--- src/rtl/alu_pkg.sv ---
// Shared opcode, operand-type and controller-state encodings for the ALU complex.
package alu_pkg;

    localparam logic [3:0] OP_ADD = 4'h0;
    localparam logic [3:0] OP_SUB = 4'h1;
    localparam logic [3:0] OP_MUL = 4'h2;
    localparam logic [3:0] OP_DIV = 4'h3;
    localparam logic [3:0] OP_AND = 4'h4;
    localparam logic [3:0] OP_OR  = 4'h5;
    localparam logic [3:0] OP_XOR = 4'h6;
    localparam logic [3:0] OP_SHL = 4'h7;
    localparam logic [3:0] OP_SHR = 4'h8;
    localparam logic [3:0] OP_SLT = 4'h9;
    localparam logic [3:0] OP_PB  = 4'hA;
    localparam logic [3:0] OP_NOP = 4'hF;

    localparam logic [1:0] TYPE_SIGNED = 2'd0;
    localparam logic [1:0] TYPE_BYTE   = 2'd1;

    localparam logic [1:0] ST_IDLE  = 2'd0;
    localparam logic [1:0] ST_ISSUE = 2'd1;
    localparam logic [1:0] ST_WAIT  = 2'd2;
    localparam logic [1:0] ST_RESP  = 2'd3;

    typedef struct packed {
        logic [3:0]  op;
        logic [1:0]  typ;
        logic [15:0] a;
        logic [15:0] b;
    } alu_op_t;

    typedef enum logic [1:0] {
        ROUTE_ALU,
        ROUTE_ERR,
        ROUTE_NOP
    } route_e;

    // Decides whether an accepted operation needs the ALU or is answered locally.
    function automatic route_e classify(input logic [3:0] op, input logic [15:0] b);
        if (op == OP_NOP) return ROUTE_NOP;
        if (op > OP_PB) return ROUTE_ERR;
        if ((op == OP_DIV) && (b == 16'h0000)) return ROUTE_ERR;
        return ROUTE_ALU;
    endfunction

endpackage

--- src/rtl/alu_issue_ctrl_if.sv ---
// Requester and ALU-side signal bundle of the ALU issue controller.
interface alu_issue_ctrl_if #(
    parameter int NUM_REQ = 2
);
    logic [NUM_REQ-1:0]    req_valid_i;
    logic [NUM_REQ-1:0]    req_ready_o;
    logic [4*NUM_REQ-1:0]  req_op_i;
    logic [2*NUM_REQ-1:0]  req_type_i;
    logic [16*NUM_REQ-1:0] req_a_i;
    logic [16*NUM_REQ-1:0] req_b_i;
    logic [NUM_REQ-1:0]    rsp_valid_o;
    logic [NUM_REQ-1:0]    rsp_ready_i;
    logic [15:0]           rsp_result_o;
    logic                  rsp_error_o;
    logic                  alu_en_o;
    logic [3:0]            alu_op_o;
    logic [1:0]            alu_type_o;
    logic [15:0]           alu_a_o;
    logic [15:0]           alu_b_o;
    logic [15:0]           alu_result_i;
    logic                  alu_error_i;

    modport slave (
        input  req_valid_i, req_op_i, req_type_i, req_a_i, req_b_i, rsp_ready_i,
               alu_result_i, alu_error_i,
        output req_ready_o, rsp_valid_o, rsp_result_o, rsp_error_o,
               alu_en_o, alu_op_o, alu_type_o, alu_a_o, alu_b_o
    );

    modport master (
        output req_valid_i, req_op_i, req_type_i, req_a_i, req_b_i, rsp_ready_i,
               alu_result_i, alu_error_i,
        input  req_ready_o, rsp_valid_o, rsp_result_o, rsp_error_o,
               alu_en_o, alu_op_o, alu_type_o, alu_a_o, alu_b_o
    );
endinterface

--- src/rtl/rr_arbiter.sv ---
// Round-robin arbiter: first asserted request at or after ptr, wrapping.
module rr_arbiter #(
    parameter int N  = 2,
    parameter int IW = (N > 1) ? $clog2(N) : 1
) (
    input  logic [N-1:0]  req,
    input  logic [IW-1:0] ptr,
    output logic [N-1:0]  grant,
    output logic [IW-1:0] grant_idx,
    output logic          grant_any
);
    function automatic logic [IW-1:0] wrap_add(input logic [IW-1:0] base, input int offset);
        int sum;
        sum = int'(base) + offset;
        if (sum >= N) sum = sum - N;
        return sum[IW-1:0];
    endfunction

    logic [IW-1:0] cand [N];

    generate
        for (genvar gi = 0; gi < N; gi++) begin : g_cand
            assign cand[gi] = wrap_add(ptr, gi);
        end
    endgenerate

    // Scan from the farthest candidate down so the nearest one to ptr wins.
    always_comb begin
        grant_idx = '0;
        grant_any = 1'b0;
        for (int i = N - 1; i >= 0; i--) begin
            if (req[cand[i]]) begin
                grant_idx = cand[i];
                grant_any = 1'b1;
            end
        end
    end

    generate
        for (genvar gi = 0; gi < N; gi++) begin : g_grant
            assign grant[gi] = grant_any && (grant_idx == IW'(gi));
        end
    endgenerate
endmodule

--- src/rtl/alu_issue_ctrl.sv ---
// Shares one multi-cycle ALU between NUM_REQ requesters, one operation at a time,
// answering NOP, illegal opcodes and divide-by-zero locally.
module alu_issue_ctrl
    import alu_pkg::*;
#(
    parameter int NUM_REQ = 2,
    parameter int ALU_LAT = 1
) (
    input logic             clk_i,
    input logic             rst_ni,
    alu_issue_ctrl_if.slave bus
);
    localparam int IW = (NUM_REQ > 1) ? $clog2(NUM_REQ) : 1;
    localparam int CW = $clog2(ALU_LAT + 1);

    logic [1:0]    state_reg;
    logic [IW-1:0] ptr_reg;
    logic [IW-1:0] gidx_reg;
    alu_op_t       op_reg;
    logic [CW-1:0] cnt_reg;
    logic [15:0]   result_reg;
    logic          error_reg;

    alu_op_t       req_arr [NUM_REQ];
    logic [NUM_REQ-1:0] grant;
    logic [IW-1:0] grant_idx;
    logic          grant_any;
    logic [IW-1:0] ptr_next;
    alu_op_t       sel_op;
    route_e        route;
    logic          in_alu;

    generate
        for (genvar gi = 0; gi < NUM_REQ; gi++) begin : g_unpack
            assign req_arr[gi] = {bus.req_op_i[4*gi +: 4], bus.req_type_i[2*gi +: 2],
                                  bus.req_a_i[16*gi +: 16], bus.req_b_i[16*gi +: 16]};
        end
    endgenerate

    rr_arbiter #(.N(NUM_REQ)) u_arb (
        .req       (bus.req_valid_i),
        .ptr       (ptr_reg),
        .grant     (grant),
        .grant_idx (grant_idx),
        .grant_any (grant_any)
    );

    assign ptr_next = (grant_idx == IW'(NUM_REQ - 1)) ? '0 : grant_idx + 1'b1;
    assign sel_op   = req_arr[grant_idx];
    assign route    = classify(sel_op.op, sel_op.b);

    always_ff @(posedge clk_i or negedge rst_ni) begin
        if (!rst_ni) begin
            state_reg  <= ST_IDLE;
            ptr_reg    <= '0;
            gidx_reg   <= '0;
            op_reg     <= '0;
            cnt_reg    <= '0;
            result_reg <= '0;
            error_reg  <= 1'b0;
        end else begin
            case (state_reg)
                ST_IDLE: begin
                    if (grant_any) begin
                        op_reg     <= sel_op;
                        gidx_reg   <= grant_idx;
                        ptr_reg    <= ptr_next;
                        result_reg <= '0;
                        error_reg  <= (route == ROUTE_ERR);
                        state_reg  <= (route == ROUTE_ALU) ? ST_ISSUE : ST_RESP;
                    end
                end
                ST_ISSUE: begin
                    cnt_reg   <= CW'(ALU_LAT);
                    state_reg <= ST_WAIT;
                end
                ST_WAIT: begin
                    // The ALU result is only trusted on the final count edge.
                    if (cnt_reg == CW'(1)) begin
                        result_reg <= bus.alu_result_i;
                        error_reg  <= bus.alu_error_i;
                        state_reg  <= ST_RESP;
                    end else begin
                        cnt_reg <= cnt_reg - 1'b1;
                    end
                end
                ST_RESP: begin
                    if (bus.rsp_ready_i[gidx_reg]) state_reg <= ST_IDLE;
                end
                default: state_reg <= ST_IDLE;
            endcase
        end
    end

    assign in_alu = (state_reg == ST_ISSUE) || (state_reg == ST_WAIT);

    assign bus.req_ready_o  = ((state_reg == ST_IDLE) && rst_ni) ? grant : '0;
    assign bus.rsp_result_o = (state_reg == ST_RESP) ? result_reg : '0;
    assign bus.rsp_error_o  = (state_reg == ST_RESP) && error_reg;
    assign bus.alu_en_o     = (state_reg == ST_ISSUE);
    assign bus.alu_op_o     = in_alu ? op_reg.op  : '0;
    assign bus.alu_type_o   = in_alu ? op_reg.typ : '0;
    assign bus.alu_a_o      = in_alu ? op_reg.a   : '0;
    assign bus.alu_b_o      = in_alu ? op_reg.b   : '0;

    generate
        for (genvar gi = 0; gi < NUM_REQ; gi++) begin : g_rsp
            assign bus.rsp_valid_o[gi] = (state_reg == ST_RESP) && (gidx_reg == IW'(gi));
        end
    endgenerate
endmodule

--- src/flat_wrapper.sv ---
// flat-port wrapper written by rule: the top's interface ports become plain ports
module alu_issue_ctrl_flat import alu_pkg::*;
#(
    parameter int NUM_REQ = 2,
    parameter int ALU_LAT = 1
)
  (clk_i, rst_ni, bus_req_valid_i, bus_req_op_i, bus_req_type_i, bus_req_a_i, bus_req_b_i, bus_rsp_ready_i, bus_alu_result_i, bus_alu_error_i, bus_req_ready_o, bus_rsp_valid_o, bus_rsp_result_o, bus_rsp_error_o, bus_alu_en_o, bus_alu_op_o, bus_alu_type_o, bus_alu_a_o, bus_alu_b_o);
  alu_issue_ctrl_if #(.NUM_REQ(NUM_REQ)) bus_i ();
  input logic clk_i;
  input logic rst_ni;
  input wire logic [$bits(bus_i.req_valid_i)-1:0] bus_req_valid_i;
  input wire logic [$bits(bus_i.req_op_i)-1:0] bus_req_op_i;
  input wire logic [$bits(bus_i.req_type_i)-1:0] bus_req_type_i;
  input wire logic [$bits(bus_i.req_a_i)-1:0] bus_req_a_i;
  input wire logic [$bits(bus_i.req_b_i)-1:0] bus_req_b_i;
  input wire logic [$bits(bus_i.rsp_ready_i)-1:0] bus_rsp_ready_i;
  input wire logic [$bits(bus_i.alu_result_i)-1:0] bus_alu_result_i;
  input wire logic [$bits(bus_i.alu_error_i)-1:0] bus_alu_error_i;
  output wire logic [$bits(bus_i.req_ready_o)-1:0] bus_req_ready_o;
  output wire logic [$bits(bus_i.rsp_valid_o)-1:0] bus_rsp_valid_o;
  output wire logic [$bits(bus_i.rsp_result_o)-1:0] bus_rsp_result_o;
  output wire logic [$bits(bus_i.rsp_error_o)-1:0] bus_rsp_error_o;
  output wire logic [$bits(bus_i.alu_en_o)-1:0] bus_alu_en_o;
  output wire logic [$bits(bus_i.alu_op_o)-1:0] bus_alu_op_o;
  output wire logic [$bits(bus_i.alu_type_o)-1:0] bus_alu_type_o;
  output wire logic [$bits(bus_i.alu_a_o)-1:0] bus_alu_a_o;
  output wire logic [$bits(bus_i.alu_b_o)-1:0] bus_alu_b_o;
  assign bus_i.req_valid_i = bus_req_valid_i;
  assign bus_i.req_op_i = bus_req_op_i;
  assign bus_i.req_type_i = bus_req_type_i;
  assign bus_i.req_a_i = bus_req_a_i;
  assign bus_i.req_b_i = bus_req_b_i;
  assign bus_i.rsp_ready_i = bus_rsp_ready_i;
  assign bus_i.alu_result_i = bus_alu_result_i;
  assign bus_i.alu_error_i = bus_alu_error_i;
  assign bus_req_ready_o = bus_i.req_ready_o;
  assign bus_rsp_valid_o = bus_i.rsp_valid_o;
  assign bus_rsp_result_o = bus_i.rsp_result_o;
  assign bus_rsp_error_o = bus_i.rsp_error_o;
  assign bus_alu_en_o = bus_i.alu_en_o;
  assign bus_alu_op_o = bus_i.alu_op_o;
  assign bus_alu_type_o = bus_i.alu_type_o;
  assign bus_alu_a_o = bus_i.alu_a_o;
  assign bus_alu_b_o = bus_i.alu_b_o;
  alu_issue_ctrl #(.NUM_REQ(NUM_REQ), .ALU_LAT(ALU_LAT)) u_core (.clk_i(clk_i), .rst_ni(rst_ni), .bus(bus_i));
endmodule
--- config.mk ---
export PLATFORM = sky130hd
export DESIGN_NAME = alu_issue_ctrl_flat
export DESIGN_NICKNAME = d
export VERILOG_FILES = /design/src/rtl/alu_pkg.sv /design/src/rtl/alu_issue_ctrl_if.sv /design/src/rtl/rr_arbiter.sv /design/src/rtl/alu_issue_ctrl.sv /design/src/flat_wrapper.sv
export SDC_FILE = /design/constraint.sdc
export NUM_CORES = 1
export LEC_CHECK = 0
export CAP_MARGIN = 10
export CORE_ASPECT_RATIO = 0.8
export CORE_MARGIN = 4
export CORE_UTILIZATION = 55
export CTS_CLUSTER_DIAMETER = 150
export CTS_CLUSTER_SIZE = 24
export DETAILED_ROUTE_END_ITERATION = 7
export DONT_BUFFER_PORTS = 1
export GPL_TIMING_DRIVEN = 0
export HOLD_SLACK_MARGIN = 0.12
export MAX_ROUTING_LAYER = met4
export PLACE_DENSITY = 0.79
export RECOVER_POWER = 50
export SLEW_MARGIN = 20
export SYNTH_ARGS = -nofsm -noshare
export SYNTH_HDL_FRONTEND = slang
export SYNTH_SLANG_ARGS = --single-unit
--- constraint.sdc ---
create_clock -name clk_i -period 2.54 [get_ports clk_i]
set_input_delay 0.254 -clock clk_i [delete_from_list [all_inputs] [get_ports clk_i]]
set_output_delay 0.254 -clock clk_i [all_outputs]
set_load 0.03 [all_outputs]
==> results of run 1 <==
[layout by cell type, fill, tap and decap left out, types with 2 or more instances in the layout]
cell / netlist / final
a211oi_1: 2 / 2
a21o_1: 3 / 3
a21oi_1: 2 / 2
a22o_1: 16 / 16
a22oi_1: 18 / 18
and2_0: 0 / 6
and2_1: 58 / 49
and2_2: 0 / 3
and3_1: 3 / 3
buf_2: 6 / 5
bufinv_16: 0 / 4
clkbuf_1: 14 / 10
clkbuf_2: 0 / 6
clkbuf_8: 0 / 9
dfrtp_1: 60 / 60
dlygate4sd3_1: 0 / 61
ha_1: 5 / 5
inv_1: 3 / 3
inv_6: 0 / 2
mux2_2: 2 / 2
mux2i_1: 22 / 22
nand2_1: 57 / 57
nand3_1: 2 / 2
nor2_1: 2 / 2
nor2b_1: 3 / 3
nor4_1: 6 / 6
o21ai_0: 21 / 21
o21ai_1: 1 / 2
o31ai_1: 2 / 2
[worst max-delay path, stage by stage (launching register included)]
cell and delay (ns):
dfrtp_1 0.40, inv_1 0.10, ha_1 0.21, o21ai_1 0.29, nor2b_1 0.12, clkbuf_2 0.22
a22oi_1 0.27, dlygate4sd3_1 0.59, nand2_1 0.07
[metal layers]
| layer | up-vias | global-route usage |
|---|---|---|
| met5 | - | - |
| met4 | 0 | 0.0807 |
| met1 | 1354 | 0.329 |
| li1 | 1257 | - |
| met3 | 9 | 0.0839 |
| met2 | 119 | 0.479 |
[through the flow]
stage / hold slack, ns / worst slack [ns] / power [mW] / instances
finish: 0.125 / 0.165 / 5.70 / 477
global route: 0.123 / 0.0256 / 6.03 / 477
CTS: 0.122 / 0.00976 / 5.67 / 477
detailed placement: -0.0395 / 0.382 / 4.29 / 399
global placement: -0.0394 / 0.405 / 4.21 / 399
floorplan: -0.0416 / 0.713 / 3.79 / 321
[kinds of logic after synthesis]
kind of cell | after synthesis | share of synthesized area
and+or+nand+nor | 137 | 0.230
AOI/OAI and AO/OA | 70 | 0.160
DFF | 60 | 0.479
buffers and inverters | 25 | 0.0335
muxes | 24 | 0.0774
adders and majority gates | 5 | 0.0200
[timing repair]
item / 4_1_cts / 5_1_grt
setup endpoints to repair: 3 / 25
gates resized for setup: 3 / 10
hold buffers: 62 / 0
endpoints found under the hold margin: 98 / 0
[layout make-up]
type | count | area, sq um | area share
Buffer | 21 | 95.1 | 0.0231
Clock buffer | 9 | 124 | 0.0301
Multi-Input combinational cell | 236 | 1520 | 0.370
Sequential cell | 60 | 1500 | 0.365
Inverter | 4 | 15.0 | 0.00365
Clock inverter | 7 | 146 | 0.0355
Tap cell | 78 | 97.6 | 0.0237
Timing Repair Buffer | 62 | 616 | 0.149
[worst paths after layout]
path | startpoint | slack, ns | end | cells after the start
max reg2reg | u_core.state_reg[1] | 0.17 | u_core.op_reg[25] | 8
min in group asynchronous | rst_ni | 0.80 | u_core.op_reg[5] | 2
max | u_core.state_reg[1] | 0.17 | u_core.op_reg[25] | 8
max in group asynchronous | rst_ni | 0.86 | u_core.op_reg[11] | 2
min | bus_req_b_i[30] | 0.12 | u_core.op_reg[14] | 2
min reg2reg | u_core.op_reg[22] | 0.46 | u_core.op_reg[22] | 2
[where the power goes]
| group | switching (mW) | internal (mW) |
|---|---|---|
| Clock | 0.409 | 0.759 |
| Sequential | 0.229 | 1.38 |
| Combinational | 2.04 | 0.882 |
| Total | 2.68 | 3.02 |
==> results.toml, run 1 <==
[outcome]
status = "completed"

[global_route]
grt_max_degree = 61
grt_overflow = 0
grt_pass1_vias = 2865
grt_use_total = 0.281
antenna_found_initial = 0
grt_pass1_wl_microns = 14400

[synthesis]
syn-num-nets = 425
synth.largest_area_cell = "dfrtp_1"
synth_area_sq_um = 3130
ys_types = 35
synth.most_common_cell = "dfrtp_1"
synth_warnings = 0
yosys-top-cells-count = "60 x dfrtp_1, 58 x and2_1, 57 x nand2_1, 22 x mux2i_1, 21 x o21ai_0"
synth-edff-count = 0
async_flop_share = 1.00
synth_top_area_share = 0.479
ys_seq_elements = 60
synth-main-ff-cell = "dfrtp_1"
ys_seq_area_frac = 0.479
syn_area_per_cell_sq_um = 9.76
synth_cells = 321
ys_top_cells_by_area = "dfrtp_1 48%, and2_1 12%, mux2i_1 7.0%"

[sta]
setup_viol = 0
min_period_ns = 2.37
relSlewSlack = 0.0300
slew_violations = 0
fmax_mhz = 421
rsz0062_at_grt = "false"
tightest_slew_ns = 1.45
finalHoldViolations = 0
fin_crit_sh = 0.935
fin_setup_tns_ns = 0
final.setup_skew_ns = 0.0100

[finish]
antenna_cells = 0
final_util = 0.750
largest_reg_flops = 38
area_delta_synth_final_pct = 31.4
drive_gt1_frac = 0.0952
nets = 498
nFillCells = 406
stdcell_area_sq_um = 4120

[clock_tree]
clock_path_buffers = 2
clkSlewWorstSetupHoldPaths_ns = 0.07
cts_tree = "done"
cts.sinks = 60
worstSkewPairLatency_ns = 0.35
htreeDepth = 3
clockRootBuffer = "clkbuf_8"
cts_buffers = 9
postCtsSetupBuffers = 0

[floorplanning]
core_region_area_sq_um = 5500
die_h_microns = 75.5
die-width_microns = 92.4
row_count = 24
die_area_sq_um = 6980
initial_utilization = 0.570
pin_count = 159

[routing]
wl_per_cell_microns = 19.9
route.met2.wl_microns = 4850
top_layer_used = "met4"
drt-initial-drc-count = 212
drc = 0
drt_first_pass_iters = 4
ant_nets = 0
wl_met1_microns = 3840
route.met3.wl_microns = 722
finalWirelength_microns = 9500
dr_total_vias = 2739
via_per_inst = 5.74

[hold_path]
hp-class = "in -> reg"

[critical_path]
path_class = "reg -> reg"
cp.arrival_ns = 2.61
worstPathRequired_ns = 2.77
crit_fanout = 10
endpoint_kind = "flip-flop"
cp-start-kind = "flip-flop"

[job]
drv_cap = 0

[placement]
gp_congestion = 0.871
dp_hpwl_microns = 5930
placed_area_sq_um = 3230
portBuffers = 0

[pwr]
power.density_nw_per_um2 = 1380
ir_drop_uv = 809
leakagePower_nw = 1.93
Note: power is estimated with default switching activity, not from simulation.
==> run 2, diff against run 1 <==
- CTS_BUF_LIST: default -> sky130_fd_sc_hd__clkbuf_4
- CTS_CLUSTER_DIAMETER: 150 -> 30
- SKIP_LAST_GASP: default -> 1
==> results.toml, run 2 (synthesis results as in run 1) <==
[outcome]
status = "completed"

[sta]
min_period_ns = 2.42
tightest_slew_ns = 1.45
relSlewSlack = 0.0357
holdWs_ns = 0.180
final.setup_skew_ns = 0.0136
rsz0062_at_grt = "true"
fin_crit_sh = 0.952
slew_violations = 0
finalHoldViolations = 0
fmax_mhz = 413
setup_viol = 0
fin_setup_tns_ns = 0

[critical_path]
critPathLaunch = "u_core.state_reg[0]"
path_class = "reg -> out"
crit_fanout = 10
r2r-end = "u_core.op_reg[26]"
cp.arrival_ns = 2.17
r2r_cells = 8
endpoint_kind = "output pin"
worstReg2RegStart = "u_core.state_reg[0]"
cp-start-kind = "flip-flop"
r2r_setup_slack_ns = 0.13
worstPathRequired_ns = 2.29

[global_route]
grt_pass1_wl_microns = 16000
antenna_found_initial = 1
grt_overflow = 0
grt_max_degree = 61
grt_use_total = 0.315
grt_pass1_vias = 3158

[finish]
nets = 528
multi_input_area_sq_um = 1530
area_delta_synth_final_pct = 39.7
drive_gt1_frac = 0.0932
final_cell_mix = "92 x dlygate4sd3_1, 60 x dfrtp_1, 57 x nand2_1"
largest_reg_flops = 38
stdcell_area_sq_um = 4380
nFillCells = 367
layout.area.seq_sq_um = 1500
finalNonFillerCells = 508
layout_commonest_cell = "dlygate4sd3_1"

[pwr]
combPwrFrac = 0.536
power_switching_mw = 2.68
ir_drop_uv = 846
power.density_nw_per_um2 = 1280
swShare = 0.479
leakagePower_nw = 2.04
p_seq_frac = 0.287
power.total_mw = 5.61
internal_power_mw = 2.92
clkPwrFrac = 0.178

[placement]
portBuffers = 0
gp_congestion = 0.871
placed_area_sq_um = 3230
dp_hpwl_microns = 5930
place_inst = 399

[clock_tree]
clockRootBuffer = "clkbuf_4"
htreeDepth = 3
clkSlewWorstSetupHoldPaths_ns = 0.11
cts_buffers = 9
postCtsSetupBuffers = 0
worstSkewPairLatency_ns = 0.43
cts.sinks = 60
clock_path_buffers = 2
cts_tree = "done"

[job]
drv_cap = 0

[floorplanning]
die_area_sq_um = 6980
die-width_microns = 92.4
pin_count = 159
row_count = 24
die_h_microns = 75.5
initial_utilization = 0.570
core_region_area_sq_um = 5500

[routing]
drt-initial-drc-count = 159
ant_nets = 0
wl_per_cell_microns = 20.3
drt_first_pass_iters = 4
via_per_inst = 5.84
finalWirelength_microns = 10300
dr_total_vias = 2968
drc = 0

[hold_path]
hold_depth = 2
hp-class = "in -> reg"
whs_endpoint = "u_core.op_reg[37]"
hp-start = "bus_req_op_i[7]"
-- run 2: per-layer routing --
metal,vias to the layer above,GRT usage,routed length (microns),share of wire
met4,0,0.142,349,0.034
li1,1320,-,-,-
met3,36,0.107,890,0.086
met5,-,-,0,0
met1,1460,0.341,3810,0.37
met2,152,0.537,5250,0.51
-- run 2: final cells by class --
class                           instances  area share
Antenna cell                            1    0.000571
Buffer                                 20      0.0209
Clock buffer                            9      0.0154
Clock inverter                          7      0.0334
Inverter                                4     0.00343
Multi-Input combinational cell        236       0.350
Sequential cell                        60       0.343
Tap cell                               78      0.0223
Timing Repair Buffer                   93       0.211
-- run 2: stage by stage --
stage | setup slack, ns | utilization
floorplan | 0.713 | -
global placement | 0.405 | 0.588
detailed placement | 0.382 | 0.588
CTS | 0.00809 | 0.801
global route | -0.0460 | 0.797
finish | 0.121 | 0.797
-- run 2: repair_timing --
| action | 4_1_cts | 5_1_grt |
|---|---|---|
| pin swaps | 0 | 0 |
| hold endpoints to repair | 114 | 0 |
| resized for setup | 4 | 5 |
| endpoints found under the setup margin | 11 | 29 |
| hold buffers | 93 | 0 |
-- run 2: worst max path at each step --
stage / endpoint / slack, ns
2_1_floorplan: bus_req_ready_o[0] / 0.71
3_3_place_gp: bus_alu_op_o[0] / 0.40
3_5_place_dp: bus_alu_op_o[0] / 0.38
4_1_cts: bus_req_ready_o[1] / 0.008
5_1_grt: bus_req_ready_o[1] / -0.05
6_report: bus_req_ready_o[1] / 0.12
-- run 2: critical path: stages (launching register included) --
cell	delay, ns
dfrtp_1	0.42
inv_1	0.12
ha_1	0.21
o21ai_1	0.21
nor2_1	0.18
clkbuf_2	0.26
and2_1	0.35
-- run 2: power by group through the flow --
stage / logic [mW] / registers, mW / clock network, mW
2_1_floorplan: 2.25 / 1.54 / 0
4_1_cts: 2.95 / 1.59 / 1.01
3_5_place_dp: 2.67 / 1.61 / 0
5_1_grt: 3.24 / 1.65 / 1.05
3_3_place_gp: 2.62 / 1.59 / 0
6_report: 3.00 / 1.61 / 0.998
==> run 3, diff against run 2 <==
- CORE_UTILIZATION: 55 -> 42
- CTS_CLUSTER_DIAMETER: 30 -> default
- PLACE_DENSITY: 0.79 -> 0.65
==> results.toml, run 3 (synthesis results as in run 1) <==
[sta]
setup_viol = 0
slew_violations = 61
tightest_slew_ns = 1.52
final.setup_skew_ns = 0.0117
fin_setup_tns_ns = 0
fin_crit_sh = 0.934
min_period_ns = 2.37
finalHoldViolations = 0
holdWs_ns = 0.212
fmax_mhz = 421
rsz0062_at_grt = "false"
relSlewSlack = -0.0100

[finish]
area_delta_synth_final_pct = 38.4
final_util = 0.614
drive_gt1_frac = 0.100
layout_commonest_cell = "dlygate4sd3_1"
antenna_cells = 0
largest_reg_flops = 38
final_cell_mix = "92 x dlygate4sd3_1, 60 x dfrtp_1, 57 x nand2_1"
nets = 529

[critical_path]
r2r_setup_slack_ns = 0.17
path_cells = "inv_1, ha_1, clkbuf_2, clkbuf_2, and2_1"
crit_fanout = 10
cp-start-kind = "flip-flop"
endpoint_kind = "output pin"
max_stage_delay_ns = 0.41
crit_buf_inv = 3
crit_family = "buffers and inverters"
crit_path_top_delay_cell = "dfrtp_1"
worstReg2RegStart = "u_core.ptr_reg"
r2r_cells = 5
crit_top_cell = "clkbuf_2"
path_class = "reg -> out"
cp.arrival_ns = 2.12
r2r-end = "u_core.op_reg[8]"
worstPathRequired_ns = 2.29

[routing]
wl_per_cell_microns = 19.9
drc = 0
drt_first_pass_iters = 5
ant_nets = 0
dr_total_vias = 2931
finalWirelength_microns = 10300
via_per_inst = 5.67
drt-initial-drc-count = 144

[clock_tree]
clockRootBuffer = "clkbuf_4"
cts_tree = "done"
cts.sinks = 60
postCtsSetupBuffers = 0
cts_buffers = 9
htreeDepth = 3
worstSkewPairLatency_ns = 0.40
clkSlewWorstSetupHoldPaths_ns = 0.09
clock_path_buffers = 2

[pwr]
power.density_nw_per_um2 = 1240
leakagePower_nw = 2.01
ir_drop_uv = 588

[hold_path]
whs_endpoint = "u_core.op_reg[37]"
hold_depth = 2
hp-start = "bus_req_op_i[7]"
hp-class = "in -> reg"

[floorplanning]
core_region_area_sq_um = 7060
initial_utilization = 0.444
row_count = 27
die_area_sq_um = 8920
die_h_microns = 85.3
die-width_microns = 105
pin_count = 159

[placement]
dp_hpwl_microns = 6300
gp_congestion = 0.910
portBuffers = 0

[global_route]
grt_overflow = 0
grt_max_degree = 61
grt_pass1_wl_microns = 16300
grt_pass1_vias = 3126
antenna_found_initial = 0
grt_use_total = 0.240

[job]
drv_cap = 1

[outcome]
violations = "max-capacitance violations, max-slew violations"
status = "finished with violations"
[run 3: metal layers]
metal,up-vias,track usage,part of all wire
li1,1320,-,-
met1,1425,0.275,0.41
met2,150,0.404,0.49
met3,36,0.0654,0.068
met4,0,0.0918,0.033
met5,-,-,0
[run 3: how the worst max path moves through the flow]
stage | from | to | slack (ns) | cells after the start
3_5_place_dp | u_core.state_reg[1] | bus_alu_type_o[0] | 0.27 | 5
2_1_floorplan | u_core.state_reg[0] | bus_req_ready_o[0] | 0.71 | 6
3_3_place_gp | u_core.state_reg[1] | bus_alu_op_o[2] | 0.33 | 5
5_1_grt | u_core.state_reg[0] | bus_alu_a_o[13] | 0.002 | 5
6_report | u_core.state_reg[1] | bus_alu_a_o[13] | 0.17 | 5
4_1_cts | u_core.state_reg[0] | bus_req_ready_o[1] | 0.02 | 6
[run 3: cell type report]
cell class                      count  area [sq um]
Fill cell                         585          2720
Sequential cell                    60          1500
Multi-Input combinational cell    236          1540
Clock buffer                       10          75.1
Inverter                            4          15.0
Clock inverter                      6          78.8
Buffer                             21          93.8
Timing Repair Buffer               93           926
Tap cell                           87           109
[run 3: worst reg2reg max path, delay by kind of cell (launching register included)]
kind / cells / cell delay [ns]
mux: 1 / 0.26
flops: 1 / 0.42
buf+inv: 2 / 1.19
compound gates: 2 / 0.38
[run 3: metrics by stage]
| stage | setup WS, ns | std cells | power, mW | area [sq um] |
|---|---|---|---|---|
| after CTS | 0.0181 | 517 | 5.36 | 4350 |
| after floorplan | 0.713 | 321 | 3.79 | 3130 |
| after global routing | 0.00201 | 517 | 5.74 | 4340 |
| after global placement | 0.325 | 408 | 4.26 | 3240 |
| final | 0.167 | 517 | 5.38 | 4340 |
| after detailed placement | 0.272 | 408 | 4.32 | 3240 |
[run 3: what timing repair did]
item | in CTS | in global routing
endpoints found under the hold margin | 114 | 0
hold buffers | 93 | 0
pin swaps | 0 | 0
gates resized for setup | 4 | 15
setup endpoints to repair | 12 | 28
[run 3: power breakdown]
group / switching, mW / total (mW) / internal (mW)
Clock: 0.352 / 0.753 / 0.401
Combinational: 2.08 / 3.03 / 0.955
Sequential: 0.215 / 1.60 / 1.38
Total: 2.64 / 5.38 / 2.74
